**src/rtl/pc_pkg.sv**
```systemverilog
// Shared types for the OTTER fetch-stage program-counter unit.
package pc_pkg;

    localparam int PC_SRC_W = 3;

    typedef enum logic [PC_SRC_W-1:0] {
        PC_SRC_PLUS   = 3'd0,
        PC_SRC_JALR   = 3'd1,
        PC_SRC_BRANCH = 3'd2,
        PC_SRC_JAL    = 3'd3,
        PC_SRC_MTVEC  = 3'd4,
        PC_SRC_MEPC   = 3'd5,
        PC_SRC_RAS    = 3'd6,
        PC_SRC_RSVD   = 3'd7
    } pc_src_t;

endpackage

```
**src/rtl/pc_gen_if.sv**
```systemverilog
// Control-in / address-out bundle between control unit, branch logic and pc_gen.
interface pc_gen_if
    import pc_pkg::*;
#(
    parameter int unsigned PC_WIDTH = 32
);
    logic                PC_LD;
    pc_src_t             PC_SEL;
    logic [PC_WIDTH-1:0] JALR;
    logic [PC_WIDTH-1:0] BRANCH;
    logic [PC_WIDTH-1:0] JAL;
    logic [PC_WIDTH-1:0] MTVEC;
    logic [PC_WIDTH-1:0] MEPC;
    logic                CALL;
    logic                RET;
    logic [PC_WIDTH-1:0] PC_OUT;
    logic [PC_WIDTH-1:0] PC_PLUS;
    logic [PC_WIDTH-1:0] PC_NEXT;
    logic [PC_WIDTH-1:0] RAS_TOP;
    logic                RAS_EMPTY;
    logic                MISALIGN;

    // Control unit / branch logic side.
    modport master (
        output PC_LD, PC_SEL, JALR, BRANCH, JAL, MTVEC, MEPC, CALL, RET,
        input  PC_OUT, PC_PLUS, PC_NEXT, RAS_TOP, RAS_EMPTY, MISALIGN
    );

    // pc_gen side.
    modport slave (
        input  PC_LD, PC_SEL, JALR, BRANCH, JAL, MTVEC, MEPC, CALL, RET,
        output PC_OUT, PC_PLUS, PC_NEXT, RAS_TOP, RAS_EMPTY, MISALIGN
    );
endinterface

```
**src/rtl/ras_stack.sv**
```systemverilog
// Circular return-address stack with a saturating occupancy count.
// When full, a push overwrites the oldest entry; pop on empty is ignored.
module ras_stack #(
    parameter int unsigned WIDTH = 32,
    parameter int unsigned DEPTH = 4
) (
    input  logic             clk,
    input  logic             rst,
    input  logic             push,
    input  logic             pop,
    input  logic [WIDTH-1:0] din,
    output logic [WIDTH-1:0] top,
    output logic             empty
);
    localparam int PTR_W = $clog2(DEPTH);
    localparam int CNT_W = $clog2(DEPTH + 1);
    localparam logic [CNT_W-1:0] CNT_FULL = CNT_W'(DEPTH);

    logic [WIDTH-1:0] mem_q [DEPTH];
    logic [WIDTH-1:0] mem_d [DEPTH];
    logic [PTR_W-1:0] ptr_q, ptr_d;
    logic [CNT_W-1:0] cnt_q, cnt_d;

    // Next stack state: replace-top, push, or pop (push+pop on empty acts as push).
    always_comb begin
        mem_d = mem_q;
        ptr_d = ptr_q;
        cnt_d = cnt_q;
        if (push && pop && (cnt_q != '0)) begin
            mem_d[ptr_q] = din;
        end else if (push) begin
            ptr_d        = ptr_q + PTR_W'(1);
            mem_d[ptr_d] = din;
            if (cnt_q != CNT_FULL) begin
                cnt_d = cnt_q + CNT_W'(1);
            end
        end else if (pop && (cnt_q != '0)) begin
            ptr_d = ptr_q - PTR_W'(1);
            cnt_d = cnt_q - CNT_W'(1);
        end
    end

    // Stack registers with asynchronous clear.
    always_ff @(posedge clk or posedge rst) begin
        if (rst) begin
            for (int i = 0; i < DEPTH; i++) begin
                mem_q[i] <= '0;
            end
            ptr_q <= '0;
            cnt_q <= '0;
        end else begin
            mem_q <= mem_d;
            ptr_q <= ptr_d;
            cnt_q <= cnt_d;
        end
    end

    assign empty = (cnt_q == '0);
    assign top   = empty ? '0 : mem_q[ptr_q];

endmodule

```
**src/rtl/pc_gen.sv**
```systemverilog
// Program-counter unit: PC register, next-PC source mux, misaligned-target
// trap to MTVEC, and a return-address stack for call/return prediction.
module pc_gen
    import pc_pkg::*;
#(
    parameter int unsigned         PC_WIDTH     = 32,
    parameter logic [PC_WIDTH-1:0] RESET_VECTOR = '0,
    parameter int unsigned         STEP         = 4,
    parameter int unsigned         RAS_DEPTH    = 4
) (
    input  logic     clk,
    input  logic     RST,
    pc_gen_if.slave  bus
);
    localparam logic [PC_WIDTH-1:0] STEP_V     = PC_WIDTH'(STEP);
    localparam logic [PC_WIDTH-1:0] ALIGN_MASK = PC_WIDTH'(STEP - 1);
    localparam logic [PC_WIDTH-1:0] JALR_MASK  = ~PC_WIDTH'(1);

    logic [PC_WIDTH-1:0] pc_q, pc_d;
    logic                misalign_q, misalign_d;
    logic [PC_WIDTH-1:0] pc_plus;
    logic [PC_WIDTH-1:0] pc_next;
    logic [PC_WIDTH-1:0] ras_top;
    logic                ras_empty;
    logic                next_misaligned;
    logic                ras_push;
    logic                ras_pop;

    assign pc_plus         = pc_q + STEP_V;
    assign next_misaligned = |(pc_next & ALIGN_MASK);

    // Next-PC source select; reserved encoding and empty-stack return fall back to PC+STEP.
    always_comb begin
        pc_next = pc_plus;
        case (bus.PC_SEL)
            PC_SRC_JALR:   pc_next = bus.JALR & JALR_MASK;
            PC_SRC_BRANCH: pc_next = bus.BRANCH;
            PC_SRC_JAL:    pc_next = bus.JAL;
            PC_SRC_MTVEC:  pc_next = bus.MTVEC;
            PC_SRC_MEPC:   pc_next = bus.MEPC;
            PC_SRC_RAS:    pc_next = ras_empty ? pc_plus : ras_top;
            default:       pc_next = pc_plus;
        endcase
    end

    // Advance/stall/trap decision; the stack only moves on a clean advance.
    always_comb begin
        pc_d       = pc_q;
        misalign_d = 1'b0;
        ras_push   = 1'b0;
        ras_pop    = 1'b0;
        if (bus.PC_LD) begin
            if (next_misaligned) begin
                pc_d       = bus.MTVEC;
                misalign_d = 1'b1;
            end else begin
                pc_d     = pc_next;
                ras_push = bus.CALL;
                ras_pop  = bus.RET;
            end
        end
    end

    // PC and trap-pulse registers.
    always_ff @(posedge clk or posedge RST) begin
        if (RST) begin
            pc_q       <= RESET_VECTOR;
            misalign_q <= 1'b0;
        end else begin
            pc_q       <= pc_d;
            misalign_q <= misalign_d;
        end
    end

    ras_stack #(
        .WIDTH (PC_WIDTH),
        .DEPTH (RAS_DEPTH)
    ) u_ras (
        .clk   (clk),
        .rst   (RST),
        .push  (ras_push),
        .pop   (ras_pop),
        .din   (pc_plus),
        .top   (ras_top),
        .empty (ras_empty)
    );

    assign bus.PC_OUT    = pc_q;
    assign bus.PC_PLUS   = pc_plus;
    assign bus.PC_NEXT   = pc_next;
    assign bus.RAS_TOP   = ras_top;
    assign bus.RAS_EMPTY = ras_empty;
    assign bus.MISALIGN  = misalign_q;

endmodule

```
**src/flat_wrapper.sv**
```systemverilog
// flat-port wrapper written by rule: the top's interface ports become plain ports
module pc_gen_flat import pc_pkg::*;
#(
    parameter int unsigned         PC_WIDTH     = 32,
    parameter logic [PC_WIDTH-1:0] RESET_VECTOR = '0,
    parameter int unsigned         STEP         = 4,
    parameter int unsigned         RAS_DEPTH    = 4
)
  (clk, RST, bus_PC_LD, bus_PC_SEL, bus_JALR, bus_BRANCH, bus_JAL, bus_MTVEC, bus_MEPC, bus_CALL, bus_RET, bus_PC_OUT, bus_PC_PLUS, bus_PC_NEXT, bus_RAS_TOP, bus_RAS_EMPTY, bus_MISALIGN);
  pc_gen_if #(.PC_WIDTH(PC_WIDTH)) bus_i ();
  input  logic clk;
  input  logic RST;
  input wire logic [$bits(bus_i.PC_LD)-1:0] bus_PC_LD;
  input wire logic [$bits(bus_i.PC_SEL)-1:0] bus_PC_SEL;
  input wire logic [$bits(bus_i.JALR)-1:0] bus_JALR;
  input wire logic [$bits(bus_i.BRANCH)-1:0] bus_BRANCH;
  input wire logic [$bits(bus_i.JAL)-1:0] bus_JAL;
  input wire logic [$bits(bus_i.MTVEC)-1:0] bus_MTVEC;
  input wire logic [$bits(bus_i.MEPC)-1:0] bus_MEPC;
  input wire logic [$bits(bus_i.CALL)-1:0] bus_CALL;
  input wire logic [$bits(bus_i.RET)-1:0] bus_RET;
  output wire logic [$bits(bus_i.PC_OUT)-1:0] bus_PC_OUT;
  output wire logic [$bits(bus_i.PC_PLUS)-1:0] bus_PC_PLUS;
  output wire logic [$bits(bus_i.PC_NEXT)-1:0] bus_PC_NEXT;
  output wire logic [$bits(bus_i.RAS_TOP)-1:0] bus_RAS_TOP;
  output wire logic [$bits(bus_i.RAS_EMPTY)-1:0] bus_RAS_EMPTY;
  output wire logic [$bits(bus_i.MISALIGN)-1:0] bus_MISALIGN;
  assign bus_i.PC_LD = bus_PC_LD;
  assign bus_i.PC_SEL = bus_PC_SEL;
  assign bus_i.JALR = bus_JALR;
  assign bus_i.BRANCH = bus_BRANCH;
  assign bus_i.JAL = bus_JAL;
  assign bus_i.MTVEC = bus_MTVEC;
  assign bus_i.MEPC = bus_MEPC;
  assign bus_i.CALL = bus_CALL;
  assign bus_i.RET = bus_RET;
  assign bus_PC_OUT = bus_i.PC_OUT;
  assign bus_PC_PLUS = bus_i.PC_PLUS;
  assign bus_PC_NEXT = bus_i.PC_NEXT;
  assign bus_RAS_TOP = bus_i.RAS_TOP;
  assign bus_RAS_EMPTY = bus_i.RAS_EMPTY;
  assign bus_MISALIGN = bus_i.MISALIGN;
  pc_gen #(.PC_WIDTH(PC_WIDTH), .RESET_VECTOR(RESET_VECTOR), .STEP(STEP), .RAS_DEPTH(RAS_DEPTH)) u_core (.clk(clk), .RST(RST), .bus(bus_i));
endmodule
```
**config.mk**
```make
export PLATFORM = sky130hd
export DESIGN_NAME = pc_gen_flat
export DESIGN_NICKNAME = d
export VERILOG_FILES = /design/src/rtl/pc_pkg.sv /design/src/rtl/pc_gen_if.sv /design/src/rtl/ras_stack.sv /design/src/rtl/pc_gen.sv /design/src/flat_wrapper.sv
export SDC_FILE = /design/constraint.sdc
export NUM_CORES = 1
export LEC_CHECK = 0
export ABC_AREA = 1
export BUFFER_PORTS_ARGS = -buffer_cell sky130_fd_sc_hd__buf_2
export CAP_MARGIN = 20
export CORE_UTILIZATION = 40
export CTS_CLUSTER_DIAMETER = 30
export DETAILED_ROUTE_END_ITERATION = 8
export GPL_TIMING_DRIVEN = 0
export PLACE_DENSITY = 0.7
export SYNTH_ARGS = -nofsm -noshare
export SYNTH_HDL_FRONTEND = slang
export SYNTH_SLANG_ARGS = --single-unit
```
**constraint.sdc**
```tcl
create_clock -name clk -period 9.4 [get_ports clk]
set_input_delay 0.94 -clock clk [delete_from_list [all_inputs] [get_ports clk]]
set_output_delay 0.94 -clock clk [all_outputs]
set_load 0.005 [all_outputs]
```
== After elaboration in Yosys (flattened, before gate mapping) ==
Index checks and enable logic that the tools add are counted.

* Register bits: 166
* Word-level logic and storage cells: 66

* Add/subtract/negate cells: 5
* Magnitude comparators: 4
* Equality and inequality tests: 8
* Multiplexer cells: 26
* Bitwise gates (word level): 3
* Reduce and logical (&&, ||, !) cells: 12

{| class="wikitable"
|+ Operators with widths
! cell !! count
|-
| 128-bit bitwise mux || 2
|-
| 128-bit 2-to-1 mux || 2
|-
| 32-bit 2-to-1 mux || 7
|-
| 32-bit one-hot mux with 6 select lines || 1
|-
| 32-bit demux with 2-bit select || 2
|-
| 32-bit binary-select mux with 2-bit select || 1
|-
| 32-bit by 3-bit adder with 32-bit output (second input constant) || 1
|-
| 3-bit == test (second input constant) || 3
|-
| 3-bit 2-to-1 mux || 3
|-
| 3-bit by 2-bit == test with 1-bit output (second input constant) || 2
|-
| 3-bit >= comparator (second input constant) || 2
|-
| 3-bit by 1-bit less-than comparator with 1-bit output (second input constant) || 2
|-
| 1-bit 2-to-1 mux || 6
|-
| 2-bit NOT with 3-bit output || 2
|-
| 1-bit logical AND || 5
|-
| 2-bit 2-to-1 mux || 2
|-
| 2-bit nonzero test || 2
|-
| 3-bit by 1-bit adder with 3-bit output (second input constant) || 1
|-
| 3-bit by 1-bit == test with 1-bit output (second input constant) || 1
|-
| 3-bit logical NOT || 1
|-
| 3-bit != test (second input constant) || 1
|-
| 3-bit AND reduction || 1
|-
| 3-bit nonzero test || 1
|-
| 3-bit by 1-bit subtractor with 3-bit output (second input constant) || 1
|-
| 6 further kinds || 6
|}

== Logic depth before layout (Yosys ltp) ==
Gate-level depths: netlist of the first run.

* Depth in word-level cells: 14
* Depth in mapped cells: 17
* Mapped depth without buffers: 16

== Modules after synthesis ==
Synthesis of the first run repeated with hierarchy kept, for this count alone.

* Cells, all modules: 1783
* Area, all modules: 11421.0 um^2

{| class="wikitable"
|+ By module, submodules not included
! module !! instances !! cells each !! area an instance (um^2)
|-
| ras_stack || 1 || 872 || 6774.0
|-
| pc_gen || 1 || 911 || 4647.0
|}

== Least setup slack after synthesis of the first run ==
Ideal clock, no wire load.

* Path kind: input-to-output
* Start point: input port bus_PC_SEL[0]
* End point: output port bus_PC_NEXT[9]
* Arrival time: 2.230 ns
* Required time: 8.460 ns
* Path slack: 6.230 ns
* Stages on the path: 10
* Path buffers: 3
* Path through: buf_6 > inv_4 > nand2_4 > nor2_4 > clkbuf_1 > clkbuf_1 > nand2_1 > nand3b_1 > o21ai_0 > inv_1

* Word-level cells in the longest chain between the ends: 2

{| class="wikitable"
|+ Ends and longest elaborated chain
! item !! line !! RTL
|-
| from (decl) || flat_wrapper.sv:14 || <nowiki>input wire logic [$bits(bus_i.PC_SEL)-1:0] bus_PC_SEL;</nowiki>
|-
| 3-bit == test, or another cell as far along || pc_gen.sv:35 || <nowiki>case (bus.PC_SEL)</nowiki>
|-
| 32-bit one-hot mux with 6 select lines (*) || pc_gen.sv:35 ||
|-
| to (decl) || flat_wrapper.sv:24 || <nowiki>output wire logic [$bits(bus_i.PC_NEXT)-1:0] bus_PC_NEXT;</nowiki>
|}

Mark *: on every way between the ends. The rest lies on a longest branch, timed or not.

== Worst setup path in the final report of the first run ==
* Start point: register u_core.pc_q[2], in the netlist u_core.bus.PC_OUT[2]
* End point: output port bus_PC_NEXT[20]

* Word-level cells in the longest chain between the ends: 3

{| class="wikitable"
|+ Ends and longest elaborated chain
! item !! line !! RTL
|-
| from (decl) || pc_gen.sv:19 || <nowiki>logic [PC_WIDTH-1:0] pc_q, pc_d;</nowiki>
|-
| from (signal assigned) || pc_gen.sv:70 || <nowiki>pc_q <= pc_d;</nowiki>
|-
| 32-bit by 3-bit adder with 32-bit output (*) || pc_gen.sv:29 || <nowiki>assign pc_plus = pc_q + STEP_V;</nowiki>
|-
| 32-bit 2-to-1 mux || pc_gen.sv:41 || <nowiki>PC_SRC_RAS: pc_next = ras_empty ? pc_plus : ras_top;</nowiki>
|-
| 32-bit one-hot mux with 6 select lines (*) || pc_gen.sv:35 ||
|}

Marked as above.

==> results of run 1 <==
flip-flops by register name, indices dropped and copies added (netlist names):
name,count
u_core.u_ras.cnt_q,3
u_core.bus.MISALIGN,1
u_core.bus.PC_OUT,32
u_core.u_ras.ptr_q,2
u_core.u_ras.mem_q,128
kinds of logic (layout without fill, tap and decap cells):
kind of cell,Yosys count,count (layout)
and+or+nand+nor,730,730
AOI/OAI and AO/OA,328,328
buffers and inverters,231,555
DFF,166,166
xor gates and xnor gates,25,25
adders and majority gates,6,6
muxes,2,2
path summary, 6_finish.rpt:
check	start	endpoint	slack [ps]	cells past startpoint
setup / recovery	u_core.bus.PC_OUT[2]	bus_PC_NEXT[20]	4870	10
max in group asynchronous	RST	u_core.u_ras.mem_q[76]	7960	3
setup reg to reg	u_core.bus.PC_OUT[2]	u_core.bus.PC_OUT[20]	6150	11
min in group asynchronous	RST	u_core.bus.PC_OUT[22]	540	2
hold reg to reg	u_core.u_ras.mem_q[114]	u_core.u_ras.mem_q[114]	470	2
hold / removal	u_core.u_ras.mem_q[114]	u_core.u_ras.mem_q[114]	470	2
cells in the final DEF, fill, tap and decap left out, types with 35 or more instances in the layout:
cell,n
dfrtp_1,166
nand2_1,510
o21ai_0,147
o21ai_1,48
a21oi_1,76
inv_1,135
buf_2,319
nand3_1,64
nor2_1,101
clkbuf_1,35
power groups by stage:
stage               Combinational (mW)  Clock, mW  Sequential (mW)
floorplan                         1.03          0             1.17
global placement                  1.74          0             1.22
detailed placement                1.77          0             1.23
CTS                               1.78      0.769             1.22
global route                      1.97      0.800             1.26
finish                            1.81      0.772             1.23
critical path: stages (launching register included):
cell,delay (ps)
dfrtp_1,590
ha_1,330
nand3_1,190
nor3_2,280
nand2_1,140
nor2_1,270
nand2_1,110
xor2_1,710
o21ai_0,200
nand2_1,180
buf_2,140
metrics by stage:
step                      util [%]  setup slack, ps
final                         51.0             4870
after global routing          51.0             4790
after CTS                     51.0             4950
after detailed placement      48.4             5280
after global placement        48.3             1860
after floorplan                  -             3970
cell type report:
class	instances	area, sq um	share of cell area, %
Multi-Input combinational cell	1091	5160	40.2
Timing Repair Buffer	292	1480	11.6
Buffer	82	407	3.17
Inverter	149	569	4.44
Clock buffer	20	467	3.64
Sequential cell	166	4150	32.4
Clock inverter	12	174	1.36
Tap cell	330	413	3.22
per-layer routing:
layer | global-route usage, % | up-vias | routed length (um)
li1 | - | 5413 | -
met1 | 40.1 | 5337 | 16900
met2 | 53.9 | 652 | 20200
met3 | 5.37 | 109 | 3300
met4 | 16.3 | 0 | 1960
met5 | 0 | - | 0
==> out/metrics.yaml, run 1 <==
status: "finished clean"
grt_pass1_vias: 11000
p_seq_share_pct: 32.2
fmax_mhz: 221
ctsResizeCount: 0
cap_violations: 0
cts_hold_buf: 0
synth_fa_ha_area_share_pct: 0.803
yosys.area.top_type: "dfrtp_1"
crit_required_ps: 8460
dr_total_vias: 11500
synth.area.mux_share_pct: 0.195
synth_edf_count: 0
cts_buffers: 17
clockBufferDepth: 2
track_usage_pct: 32.2
cts_setup_buffers: 0
dpl.cell_count: 2110
hold_class: "reg -> reg"
drc: 0
finClkSkew_ps: 15.2
post-synth-top-count-cell: "nand2_1"
syn_area_sq_um: 10300
p_sw_mw: 1.71
diodes: 0
finalNonFillerCells: 2142
first_pass_iters: 5
synth_top_cell_area_share_pct: 40.4
synth_ff_type: "dfrtp_1"
synth_fp_nets: 1662
fp.dieW_um: 162
placed_cell_area_sq_um: 12200
ant_nets: 0
synth_compound_area_share_pct: 17.7
synthCells: 1488
fillers: 2573
nets: 1973
rows: 58
ioPinCount: 298
cts_tree: "done"
h-tree-depth: 4
wirelength_um: 42300
final.period_utilization_pct: 48.2
path_clk_slew_ps: 70
synthTopCellsByArea: "dfrtp_1, nand2_1, o21ai_0"
grt_max_degree: 107
internal_power_mw: 2.10
hpwlAfterDp_um: 33300
syn-mean-instance-area_sq_um: 6.91
crit_arrival_ps: 3590
finalInstanceArea_sq_um: 12800
vias_per_cell: 5.37
rsz0062_at_grt: "false"
port_buffers: 291
syn_to_final_growth_pct: 24.7
drive_gt1_share_pct: 22.2
end_kind: "output port"
slew_headroom_pct: 40.4
core_sq_um: 25200
grt.overflow.total: 0
synth-seq-cells: 166
die-area_sq_um: 26400
tns_ps: 0
async_flop_share_pct: 100
post-route-min-period_ps: 4530
synth_warnings: 0
synth_common_cells: "nand2_1, dfrtp_1, o21ai_0"
start_util_pct: 40.9
worst_pin_slew_ps: 891
cp_max_fo: 9
dr.first_iter.drc_count: 1062
synth_cell_types: 47
worstSetupPathType: "reg -> out"
clk_latency_ps: 440
fin_hold_ws_ps: 471
root_buffer: "clkbuf_16"
synth_top_family_by_area: "simple AND/OR/NAND/NOR gates"
slew_violations: 0
wl_per_cell_um: 19.8
ir_drop_uv: 136
p_clk_share_pct: 20.3
combinationalPowerShare_pct: 47.5
cts_sinks: 166
setup_viol: 0
leakage_nw: 6.62
die_h_um: 162
switching_share_pct: 44.9
grt_pass1_wl_um: 63300
seq_area_frac_synth_pct: 40.4
power_density_nw_per_um2: 297
power_mw: 3.80
finalHoldViolations: 0
synth-xor-area-share_pct: 2.27
start_kind: "flop"
gp_congestion: 0.964
synth_simple_gate_area_share_pct: 29.3
antenna_found_initial: 0
Power figures use the tool's default switching activity.
==> run 2, diff against run 1 <==
Settings changed: PLACE_DENSITY 0.7 to 0.73.
Clock period 9.4 ns to 3.8 ns, I/O delays scaled along.
==> out/metrics.yaml, run 2 (synthesized netlist as in run 1, its figures left out) <==
wirelength_um: 42800  # +1.1%
core_sq_um: 25200  # unchanged
drc: 0  # unchanged
rr_worst_depth: 8  # -3
final.period_utilization_pct: 95.2
cp_max_fo: 10  # +1
fmax_mhz: 276
cap_violations: 0  # unchanged
grt_pass1_vias: 11300  # +2.6%
finClkSkew_ps: 10.7  # -4.53 ps
dr.first_iter.drc_count: 1205  # +13%
hold_class: "in -> reg"
end_kind: "output port"
tns_ps: 0  # unchanged
cts_tree: "done"
die_h_um: 162  # unchanged
ir_drop_uv: 484  # +260%
layout_commonest_cell: "nand2_1"
clockBufferDepth: 2  # unchanged
seqCellArea_sq_um: 4160  # about the same
rsz0062_at_grt: "false"
largest_register_ffs: 128  # unchanged
gp_congestion: 0.980  # +1.7%
rows: 58  # unchanged
worstSetupPathType: "reg -> out"
slew_headroom_pct: 43.5  # +3.1 points
dr_total_vias: 11700  # +1.6%
dp_slack_ps: 386  # -4890 ps
post-route-min-period_ps: 3620
ioPinCount: 298  # unchanged
fp.dieW_um: 162  # unchanged
worst_pin_slew_ps: 844  # -46.7 ps
finalHoldViolations: 0  # unchanged
grt.overflow.total: 0  # unchanged
grt_pass1_wl_um: 64600  # +2.2%
root_buffer: "clkbuf_16"
clk_latency_ps: 440  # about the same
regMostFlops: "u_core.u_ras.mem_q"
rrSetupSlack_ps: 700  # -5450 ps
slew_violations: 0  # unchanged
cts_sinks: 166  # unchanged
leakage_nw: 6.63  # +0.21%
ant_nets: 0  # unchanged
drive_gt1_share_pct: 22.5  # +0.27 points
wl_per_cell_um: 19.9  # +0.82%
crit_arrival_ps: 3240  # -350 ps
power_density_nw_per_um2: 722  # +140%
vias_per_cell: 5.44  # +1.3%
rr_startpoint: "u_core.u_ras.ptr_q[0]"
nets: 1978  # +0.25%
track_usage_pct: 32.9  # +0.68 points
final.setup.worst_slack_ps: 181  # -4690 ps
first_pass_iters: 6  # +1
path_clk_slew_ps: 70  # about the same
grt_max_degree: 41  # -62%
mostFrequentLayoutCells: "nand2_1, buf_2, dfrtp_1"
r2r-end: "u_core.u_ras.mem_q[32]"
antenna_found_initial: 1  # +1
status: "finished clean"
setup_viol: 0  # unchanged
hpwlAfterDp_um: 34200  # +2.6%
endpoint: "bus_PC_NEXT[11]"
syn_to_final_growth_pct: 25.5
port_buffers: 291  # unchanged
start_kind: "flop"
cts_buffers: 17  # unchanged
h-tree-depth: 4  # unchanged
fillers: 2578  # +0.19%
start_util_pct: 40.9  # unchanged
crit_required_ps: 3420  # -5040 ps
crit_start: "u_core.u_ras.ptr_q[0]"
die-area_sq_um: 26400  # unchanged
multiInputGateArea_sq_um: 5190  # +0.58%
## run 2: cell count changes in the layout (fill, tap and decap cells not counted), moves of 2 or more
cell        change
buf_12          +4
inv_6           +3
bufinv_16       -2
clkinvlp_4      +2
diode_2         +2
## run 2: worst min-delay path by stage
stage                             from                       to  slack (ps)  depth (start not counted)
5_1_grt                  bus_MTVEC[25]    u_core.bus.PC_OUT[25]         190                          3
3_5_place_dp                       RST   u_core.u_ras.mem_q[54]         450                          3
4_1_cts                  bus_MTVEC[11]    u_core.bus.PC_OUT[11]         170                          3
3_3_place_gp   u_core.u_ras.mem_q[116]  u_core.u_ras.mem_q[116]         450                          2
6_report                 bus_MTVEC[11]    u_core.bus.PC_OUT[11]         180                          3
2_1_floorplan  u_core.u_ras.mem_q[104]  u_core.u_ras.mem_q[104]         440                          2
## run 2: final cells by class
cell class                      instances  area share (%)
Tap cell                              330            3.20
Buffer                                 82            3.15
Sequential cell                       166            32.2
Clock buffer                           19            3.51
Antenna cell                            2          0.0388
Clock inverter                         13            1.10
Inverter                              149            4.38
Multi-Input combinational cell       1091            40.2
Timing Repair Buffer                  297            12.2
## run 2: report_power, final
| group | switching [mW] | leakage (nW) | internal (mW) |
|---|---|---|---|
| combinational | 2.95 | 4.25 | 1.53 |
| clock | 0.779 | 0.291 | 1.01 |
| sequential | 0.532 | 2.10 | 2.52 |
## run 2: repair_timing
action,4_1_cts,5_1_grt
setup endpoints to repair,1,3
setup buffers,0,0
gates resized for setup,1,3
hold endpoints to repair,29,0
hold buffers,1,0
## run 2: critical path: stages, from the launching register on
cell      delay (ps)
dfrtp_1          530
clkinv_1         310
clkbuf_1         370
a21oi_1          200
o21ai_0          110
a21oi_1          430
nand2_1          190
nand3_1          140
a21oi_1           70
nor2_1           280
buf_2            180
## run 2: through the flow
step / instances / hold WS (ps) / utilization [%] / instance area [sq um] / power, mW
CTS: 2147 / 167 / 51.2 / 12900 / 9.22
floorplan: 1488 / 437 / - / 10300 / 5.44
global placement: 2109 / 448 / 48.3 / 12200 / 7.31
global route: 2148 / 187 / 51.3 / 12900 / 9.89
detailed placement: 2114 / 453 / 48.7 / 12300 / 7.44
finish: 2149 / 180 / 51.3 / 12900 / 9.33
## run 2: per-layer routing
| layer | global-route usage, % | vias to the layer above | part of all wire [%] |
|---|---|---|---|
| li1 | - | 5430 | - |
| met1 | 40.6 | 5446 | 39 |
| met2 | 55.1 | 686 | 48 |
| met3 | 5.17 | 131 | 8.1 |
| met4 | 17.9 | 0 | 5.4 |
| met5 | 0 | - | 0 |
==> run 3, diff against run 2 <==
Settings changed: CAP_MARGIN 20 to not set, PLACE_DENSITY 0.73 to 0.7.
Clock period 3.8 ns to 4.7 ns, I/O delays scaled along.
==> out/metrics.yaml, run 3 (synthesized netlist as in run 1, its figures left out) <==
status: "finished clean"
post-route-min-period_ps: 4130
cts_hold_buf: 0  # -1
finalHoldViolations: 0  # unchanged
slew_headroom_pct: 36.9  # -6.6 points
final.setup.worst_slack_ps: 569  # +388 ps
ant_nets: 0  # unchanged
worst_pin_slew_ps: 943  # +98.7 ps
antenna_found_initial: 2  # +1
regMostFlops: "u_core.u_ras.mem_q"
clk_latency_ps: 450  # about the same
end_kind: "output port"
dr.first_iter.drc_count: 1114  # -7.6%
ctsResizeCount: 0  # -1
vias_per_cell: 5.36  # -1.5%
core_sq_um: 25200  # unchanged
syn_to_final_growth_pct: 24.6
power_mw: 7.47  # -20%
die_h_um: 162  # unchanged
gp_congestion: 0.945  # -3.6%
clockBufferDepth: 2  # unchanged
grt_pass1_wl_um: 64200  # -0.67%
track_usage_pct: 32.6  # -0.30 points
rsz0062_at_grt: "false"
die-area_sq_um: 26400  # unchanged
power_density_nw_per_um2: 583  # -19%
path_cells: "ha_1 -> nand3_1 -> nor3_2 -> nand2_1 -> nor2_1 -> nand2_1 -> xor2_1 -> o21ai_0 -> nand2_1 -> buf_2"
grt.overflow.total: 0  # unchanged
cts_buffers: 17  # unchanged
finalNonFillerCells: 2147  # -0.093%
drive_gt1_share_pct: 22.4  # -0.14 points
cts_sinks: 166  # unchanged
grt_max_degree: 39  # -4.9%
dp_slack_ps: 1140  # +757 ps
start_kind: "flop"
fin_hold_ws_ps: 147  # -33.5 ps
cts_tree: "done"
hpwlAfterDp_um: 33700  # -1.3%
nets: 1976  # -0.10%
crit_path_max_incr_delay_ps: 720  # +190 ps
tns_ps: 0  # unchanged
finClkSkew_ps: 13.1  # +2.37 ps
port_buffers: 291  # unchanged
post-route-util_pct: 50.9  # -0.37 points
final.period_utilization_pct: 87.9
crit_slowest_cell: "xor2_1"
ioPinCount: 298  # unchanged
dpl.cell_count: 2113  # -0.047%
fp.dieW_um: 162  # unchanged
first_pass_iters: 6  # unchanged
crit_arrival_ps: 3660  # +420 ps
rows: 58  # unchanged
layout_commonest_cell: "nand2_1"
hold_class: "in -> async"
ir_drop_uv: 329  # -32%
dr_total_vias: 11500  # -1.6%
worstSetupPathType: "reg -> out"
cap_violations: 0  # unchanged
setup_viol: 0  # unchanged
slew_violations: 0  # unchanged
largest_register_ffs: 128  # unchanged
cts_setup_buffers: 0  # unchanged
wl_per_cell_um: 19.8  # -0.56%
crit_top_cell: "nand2_1"
root_buffer: "clkbuf_16"
crit_required_ps: 4230  # +810 ps
rr_worst_depth: 11  # +3
grt_pass1_vias: 11000  # -2.7%
finalInstanceArea_sq_um: 12800  # -0.72%
fmax_mhz: 242
placed_cell_area_sq_um: 12200  # -0.22%
leakage_nw: 6.60  # -0.57%
mostFrequentLayoutCells: "nand2_1, buf_2, dfrtp_1"
wirelength_um: 42600  # -0.65%
h-tree-depth: 4  # unchanged
drc: 0  # unchanged
start_util_pct: 40.9  # unchanged
path_clk_slew_ps: 70  # about the same
cp_max_fo: 9  # -1
[run 3: cell count changes in the layout (fill, tap and decap cells not counted), sizes merged]
| cell | before | now |
|---|---|---|
| inv | 149 | 150 |
| clkinv | 8 | 6 |
| dlygate4sd3 | 1 | 0 |
| bufinv | 2 | 1 |
| clkinvlp | 3 | 5 |
| buf | 343 | 342 |
[run 3: area by class of cell]
class | count | area [sq um]
well taps | 330 | 413
repair buffers | 295 | 1540
inverters | 149 | 566
flip-flops and latches | 166 | 4150
diodes | 2 | 5.00
multi-input cells | 1091 | 5160
plain buffers | 82 | 407
clock inverters | 13 | 119
clock buffers | 19 | 453
fillers | 2575 | 12400
[run 3: where the power goes]
group,switching (mW),internal [mW]
Clock,0.632,0.763
Combinational,2.40,1.23
Sequential,0.420,2.04
Total,3.45,4.03
[run 3: worst max-delay path, delay by kind of cell, from the launching register on]
| family | cells | cell delay, ps |
|---|---|---|
| and+or+nand+nor | 6 | 1220 |
| buffers and inverters | 1 | 140 |
| AOI/OAI and AO/OA | 1 | 200 |
| adders and majority gates | 1 | 330 |
| DFF | 1 | 600 |
| xor gates and xnor gates | 1 | 720 |
[run 3: worst paths after layout]
path	end	slack, ps	start
min	u_core.u_ras.mem_q[22]	150	RST
max in group asynchronous	u_core.u_ras.mem_q[77]	3670	RST
max	bus_PC_NEXT[20]	570	u_core.bus.PC_OUT[2]
max reg2reg	u_core.bus.PC_OUT[20]	1400	u_core.bus.PC_OUT[2]
min in group clk	u_core.bus.PC_OUT[1]	260	bus_MTVEC[1]
min reg2reg	u_core.u_ras.mem_q[114]	470	u_core.u_ras.mem_q[114]
[run 3: layer usage]
metal,global-route usage (%),vias to the layer above,share of wire (%)
li1,-,5425,-
met1,41.1,5312,39
met2,53.8,648,48
met3,5.25,126,8.3
met4,17.1,0,5.0
met5,0,-,0
